===== src/rtl/elephant_ise_ctrl.sv =====
// elephant_ise_ctrl
// Sequencing front-end for the combinational Elephant custom-instruction
// datapath (bsllxor, bup, pstep1). Requests arrive over a valid/ready
// handshake and their operands are registered. The datapath is driven only
// from these registers. Its result is captured and then returned over a
// second valid/ready handshake.
//
// Optional feature macro: ELEPHANT_ISE_ITER_EN
//   defined   : op 11 applies pstep1 req_imm times (ITER state + cnt counter)
//   undefined : op 11 is a single pstep1 through EXEC, imm ignored
//
// Ports
//   clk, rst              : clock, asynchronous active-high reset
//   req_valid/req_ready   : request handshake
//   req_op/rs1/rs2/imm    : request opcode and operands
//   rsp_valid/rsp_ready   : response handshake
//   rsp_rd                : registered result
//   busy                  : high in EXEC/ITER/HOLD
//   ise_rs1/rs2/imm       : datapath operands (registered)
//   ise_op_*              : one-hot datapath selects
//   ise_rd                : combinational datapath result
module elephant_ise_ctrl (
  input  logic        clk,
  input  logic        rst,
  input  logic        req_valid,
  output logic        req_ready,
  input  logic [1:0]  req_op,
  input  logic [31:0] req_rs1,
  input  logic [31:0] req_rs2,
  input  logic [4:0]  req_imm,
  output logic        rsp_valid,
  input  logic        rsp_ready,
  output logic [31:0] rsp_rd,
  output logic        busy,
  output logic [31:0] ise_rs1,
  output logic [31:0] ise_rs2,
  output logic [4:0]  ise_imm,
  output logic        ise_op_bsllxor,
  output logic        ise_op_bup,
  output logic        ise_op_pstep1,
  input  logic [31:0] ise_rd
);

`ifdef ELEPHANT_ISE_ITER_EN
  typedef enum logic [1:0] {StIdle = 2'd0, StExec = 2'd1, StIter = 2'd2, StHold = 2'd3} state_e;
`else
  typedef enum logic [1:0] {StIdle = 2'd0, StExec = 2'd1, StHold = 2'd3} state_e;
`endif

  state_e      state_q, state_d;
  logic [31:0] acc_q, acc_d;
  logic [31:0] opnd2_q, opnd2_d;
  logic [4:0]  imm_q, imm_d;
  logic [1:0]  op_q, op_d;
  logic [31:0] res_q, res_d;
`ifdef ELEPHANT_ISE_ITER_EN
  logic [4:0]  cnt_q, cnt_d;
`endif

  logic accept;

  // Depends only on state and rsp_ready so no path from req_valid exists.
  assign req_ready = (state_q == StIdle) | ((state_q == StHold) & rsp_ready);
  assign accept    = req_valid & req_ready;

  assign ise_rs1 = acc_q;
  assign ise_rs2 = opnd2_q;
  assign ise_imm = imm_q;
  assign rsp_rd  = res_q;

  always_comb begin
    state_d        = state_q;
    acc_d          = acc_q;
    opnd2_d        = opnd2_q;
    imm_d          = imm_q;
    op_d           = op_q;
    res_d          = res_q;
`ifdef ELEPHANT_ISE_ITER_EN
    cnt_d          = cnt_q;
`endif
    rsp_valid      = 1'b0;
    busy           = 1'b1;
    ise_op_bsllxor = 1'b0;
    ise_op_bup     = 1'b0;
    ise_op_pstep1  = 1'b0;

    unique case (state_q)
      StIdle: begin
        busy = 1'b0;
      end
      StExec: begin
        unique case (op_q)
          2'b00:   ise_op_bsllxor = 1'b1;
          2'b01:   ise_op_bup     = 1'b1;
          default: ise_op_pstep1  = 1'b1;  // 10, and 11 when iteration is absent
        endcase
        res_d   = ise_rd;
        state_d = StHold;
      end
`ifdef ELEPHANT_ISE_ITER_EN
      StIter: begin
        ise_op_pstep1 = 1'b1;
        if (cnt_q == 5'd0) begin
          res_d   = acc_q;
          state_d = StHold;
        end else begin
          acc_d = ise_rd;
          cnt_d = cnt_q - 5'd1;
        end
      end
`endif
      StHold: begin
        rsp_valid = 1'b1;
        if (rsp_ready) state_d = StIdle;
      end
      default: state_d = StIdle;
    endcase

    // Accept only happens in IDLE or HOLD; a HOLD accept overrides the IDLE return.
    if (accept) begin
      acc_d   = req_rs1;
      opnd2_d = req_rs2;
      imm_d   = req_imm;
      op_d    = req_op;
`ifdef ELEPHANT_ISE_ITER_EN
      cnt_d   = req_imm;
      state_d = (req_op == 2'b11) ? StIter : StExec;
`else
      state_d = StExec;
`endif
    end
  end

  always_ff @(posedge clk or posedge rst) begin
    if (rst) begin
      state_q <= StIdle;
      acc_q   <= 32'd0;
      opnd2_q <= 32'd0;
      imm_q   <= 5'd0;
      op_q    <= 2'd0;
      res_q   <= 32'd0;
`ifdef ELEPHANT_ISE_ITER_EN
      cnt_q   <= 5'd0;
`endif
    end else begin
      state_q <= state_d;
      acc_q   <= acc_d;
      opnd2_q <= opnd2_d;
      imm_q   <= imm_d;
      op_q    <= op_d;
      res_q   <= res_d;
`ifdef ELEPHANT_ISE_ITER_EN
      cnt_q   <= cnt_d;
`endif
    end
  end

endmodule


===== config.mk =====
export PLATFORM = sky130hd
export DESIGN_NAME = elephant_ise_ctrl
export DESIGN_NICKNAME = d
export VERILOG_FILES = /design/src/rtl/elephant_ise_ctrl.sv
export SDC_FILE = /design/constraint.sdc
export NUM_CORES = 1
export LEC_CHECK = 0
export CAP_MARGIN = 20
export CORE_MARGIN = 2
export CORE_UTILIZATION = 40
export CTS_CLUSTER_DIAMETER = 150
export CTS_CLUSTER_SIZE = 28
export DETAILED_ROUTE_END_ITERATION = 7
export GPL_ROUTABILITY_DRIVEN = 0
export PLACE_DENSITY = 0.91
export SYNTH_ARGS = -nofsm -noshare
export SYNTH_HDL_FRONTEND = slang
export SYNTH_SLANG_ARGS = --single-unit

===== constraint.sdc =====
create_clock -name clk -period 3.9 [get_ports clk]
set_clock_uncertainty 0.05 [all_clocks]
set_input_delay 0.585 -clock clk [delete_from_list [all_inputs] [get_ports clk]]
set_output_delay 0.585 -clock clk [all_outputs]
set_load 0.03 [all_outputs]

==> metrics.md <==
| Metric | Value |
|---|---|
| Postcts setup bufs | 0 |
| PwrDens | 964.1 nW/um^2 |
| Root buf cell | clkbuf_8 |
| Hold Buf Count CTS | 0 |
| Worst slew pin tran | 0.5706 ns |
| Post-synth top area cell | dfrtp_1 |
| Clk buf depth | 2 |
| Gr usage total | 17.03% |
| Area contributors post-synth | dfrtp_1 61%, mux2_4 24%, mux2_2 8.6% |
| R2R setup slack | 2.03 ns |
| # nets final | roughly 560 |
| Setup WS pre-CTS | 1.338 ns |
| Relative slew slack | 61.96% |
| Worst vdd ir | 0.5592 mV |
| Critical Path RT | 3.26 ns |
| Post-route DRC | 0 |
| Final WS setup | 1.323 ns |
| WL/cell | 16.71 um |
| Initial antenna violation count | 0 |
| Vias in the first global route | 2884 |
| Die area | 11680 um^2 |
| First-pass GRT wire length | about 15 mm |
| Die height | 108.1 um |
| Leakage | 2.992 nW |
| Clock Power Share | a little over a tenth |
| Vias | 2711 |
| Critical path capture point type | output port |
| Core box area | 10700 um^2 |
| RSZ-0062 raised after global routing | no |
| Sequential fraction of the synthesis area | 60.64% |
| Initial DRC Count | 100 |
| DP HPWL | approximately 7.3 mm |
| Finished Layout Cells | between 500 and 600 |
| EDFF count, synth | 0 |
| TNS Setup | 0 ns |
| Total gr overflow | 0 |
| Utilization after layout | 62.73% |
| Delay-heaviest family, CP | buffers and inverters |
| Max_cap viols | 0 |
| Clock Latency Late Sink | around 0.35 ns |
| Status | finished clean |
| Post-CTS sizing | 0 |
| Tightest Hold Check Type | flop to flop |
| Die X-Extent | 108.1 um |
| Share of the synthesized area in the top cell type | 60.64% |
| WL final | ~10 mm |
| Synthesized flop and latch total | 105 |
| Crit-path slowest cell | clkdlybuf4s50_1 |
| Worst endpoint data arrival time | 1.94 ns |
| Clk sinks | 105 |
| Floorplan row count | 38 |
| Total Power | around 0.0065 W |
| Critical path cell sequence | and2b_2 > nor3b_1 > clkdlybuf4s50_1 |
| Initial Util | 40.50% |
| Cell variety after synth | 19 |
| Mapped Area | 4333 um^2 |
| Leading register cell type out of synthesis | dfrtp_1 |
| Int Pwr | 0.003938 W |
| Psw | around 0.0025 W |
| Async S/R FF share, synth | 100.0% |
| Syn_area_per_cell | 18.60 um^2 |
| Minimum clock period | 2.577 ns |
| Warnings from Yosys | 0 |
| Fin. max-slew vios | 0 |
| ANT nets after route | 0 |
| Vias per cell | ~4.6 |
| Diodes inserted | 0 |
| Pin count of the biggest net entering global routing | 89 |
| Post-synth net total | 340 |
| TritonCTS buffer count | 9 |
| Sw Share | 39.12% |
| WP buf/inv | 1 |
| CP max stage delay | 0.71 ns |
| IO Count | between 200 and 250 |
| H-tree levels | 3 |
| CTS tree | yes |
| Layout fillers | between 800 and 900 |
| Clk pin slew, worst setup/hold paths | 0.08 ns |
| Layout cells sized above 1 | 27.65% |
| Synth top cells by count | 105 x dfrtp_1, 70 x mux2_4, 33 x mux2_2 |
| Max Clk Rate | 388.0 MHz |
| Initial DRT Pass Iterations | 4 |
| CP Launch Type | flop |
| Top-count cell post-synth | dfrtp_1 |
| Worst-path maximum fanout | 6 |
| Layout area overhead | 54.87% |
| Final Setup Violations | 0 |
| Post-synthesis instance total | 233 |
| Post-Place Cells | 577 |
| PortBufs | ~210 |
| Final Hold Fails | 0 |
| Combinational power share | 58.4% |
| Crit share post-route | between 60% and 70% |
| Power share of the sequential group | 30.9% |
| WS Path Type | flop to output port |
area by class of cell:
cell class | instances | area (um^2) | area share [%]
flip-flops and latches | 105 | 2628 | 39.16
clock inverters | 4 | 70.07 | 1.044
repair buffers | 217 | 2195 | 32.71
clock buffers | 10 | 127.6 | 1.902
multi-input cells | 115 | 1509 | 22.49
well taps | 140 | 175.2 | 2.610
inverters | 1 | 6.256 | 0.09323
worst register-to-register path, delay by kind of cell, from the launching register on:
family	cells	cell delay (ns)
buffers and inverters	1	0.41
flip-flops	1	0.45
AO/OA/AOI/OAI	1	0.20
AND/OR/NAND/NOR	1	0.17
multiplexers	1	0.50
registers in the layout, indices dropped and copies added, names as in the netlist:
signal   count
rsp_rd      32
state_q      2
ise_imm      5
op_q         2
ise_rs2     32
ise_rs1     32
cell usage in the layout, fill, tap and decap left out, drive strengths merged:
master / netlist / layout
and2b: 1 / 1
nand2: 1 / 1
o21a: 1 / 1
clkbuf: 0 / 10
buf: 12 / 4
dfrtp: 105 / 105
nand3: 1 / 1
nand2b: 1 / 1
and2: 2 / 2
inv: 1 / 1
or2: 1 / 1
clkinv: 0 / 2
a21boi: 1 / 1
bufinv: 0 / 2
nand3b: 1 / 1
nor3b: 1 / 1
clkdlybuf4s50: 0 / 213
mux2: 103 / 103
and3b: 1 / 1
worst paths after layout:
| check | start | endpoint | cells after the start |
|---|---|---|---|
| setup reg to reg | state_q[1]$_DFFE_PP0P_ | ise_rs2[31]$_DFFE_PP0P_ | 4 |
| max in group asynchronous | rst | ise_rs2[13]$_DFFE_PP0P_ | 3 |
| hold / removal | rsp_rd[26]$_DFFE_PP0P_ | rsp_rd[26]$_DFFE_PP0P_ | 1 |
| hold reg to reg | rsp_rd[26]$_DFFE_PP0P_ | rsp_rd[26]$_DFFE_PP0P_ | 1 |
| setup / recovery | state_q[1]$_DFFE_PP0P_ | ise_op_bsllxor | 3 |
| min in group asynchronous | rst | ise_rs2[11]$_DFFE_PP0P_ | 2 |
cell families (layout without fill, tap and decap cells):
logic type,after synthesis,after routing,synth area share [%]
flops,105,105,60.64
mux,103,103,32.83
compound gates,2,2,0.4332
buf+inv,13,232,4.533
simple gates,10,10,1.560
stage by stage:
| stage | area (um^2) | hold WS (ns) |
|---|---|---|
| 2_1_floorplan | 4333 | 0.4477 |
| 3_3_place_gp | 6485 | 0.4374 |
| 3_5_place_dp | 6485 | 0.4412 |
| 4_1_cts | 6683 | 0.4656 |
| 5_1_grt | 6710 | 0.4762 |
| 6_report | 6710 | 0.4602 |
routing by layer:
metal | vias up | part of all wire, % | global-route usage, %
li1 | 1244 | - | -
met1 | 1308 | 39 | 20.89
met2 | 140 | 50 | 28.12
met3 | 19 | 8.6 | 5.726
met4 | 0 | 2.2 | 6.044
met5 | - | 0 | 0
power groups by stage:
| stage | logic [W] | registers, W | clock network, W |
|---|---|---|---|
| 2_1_floorplan | 0.00140 | 0.00304 | 0 |
| 3_3_place_gp | 0.00373 | 0.00199 | 0 |
| 3_5_place_dp | 0.00381 | 0.00201 | 0 |
| 4_1_cts | 0.00382 | 0.00201 | 0.000711 |
| 5_1_grt | 0.00395 | 0.00208 | 0.000763 |
| 6_report | 0.00378 | 0.00200 | 0.000690 |
Note: power is estimated with default switching activity, not from simulation.
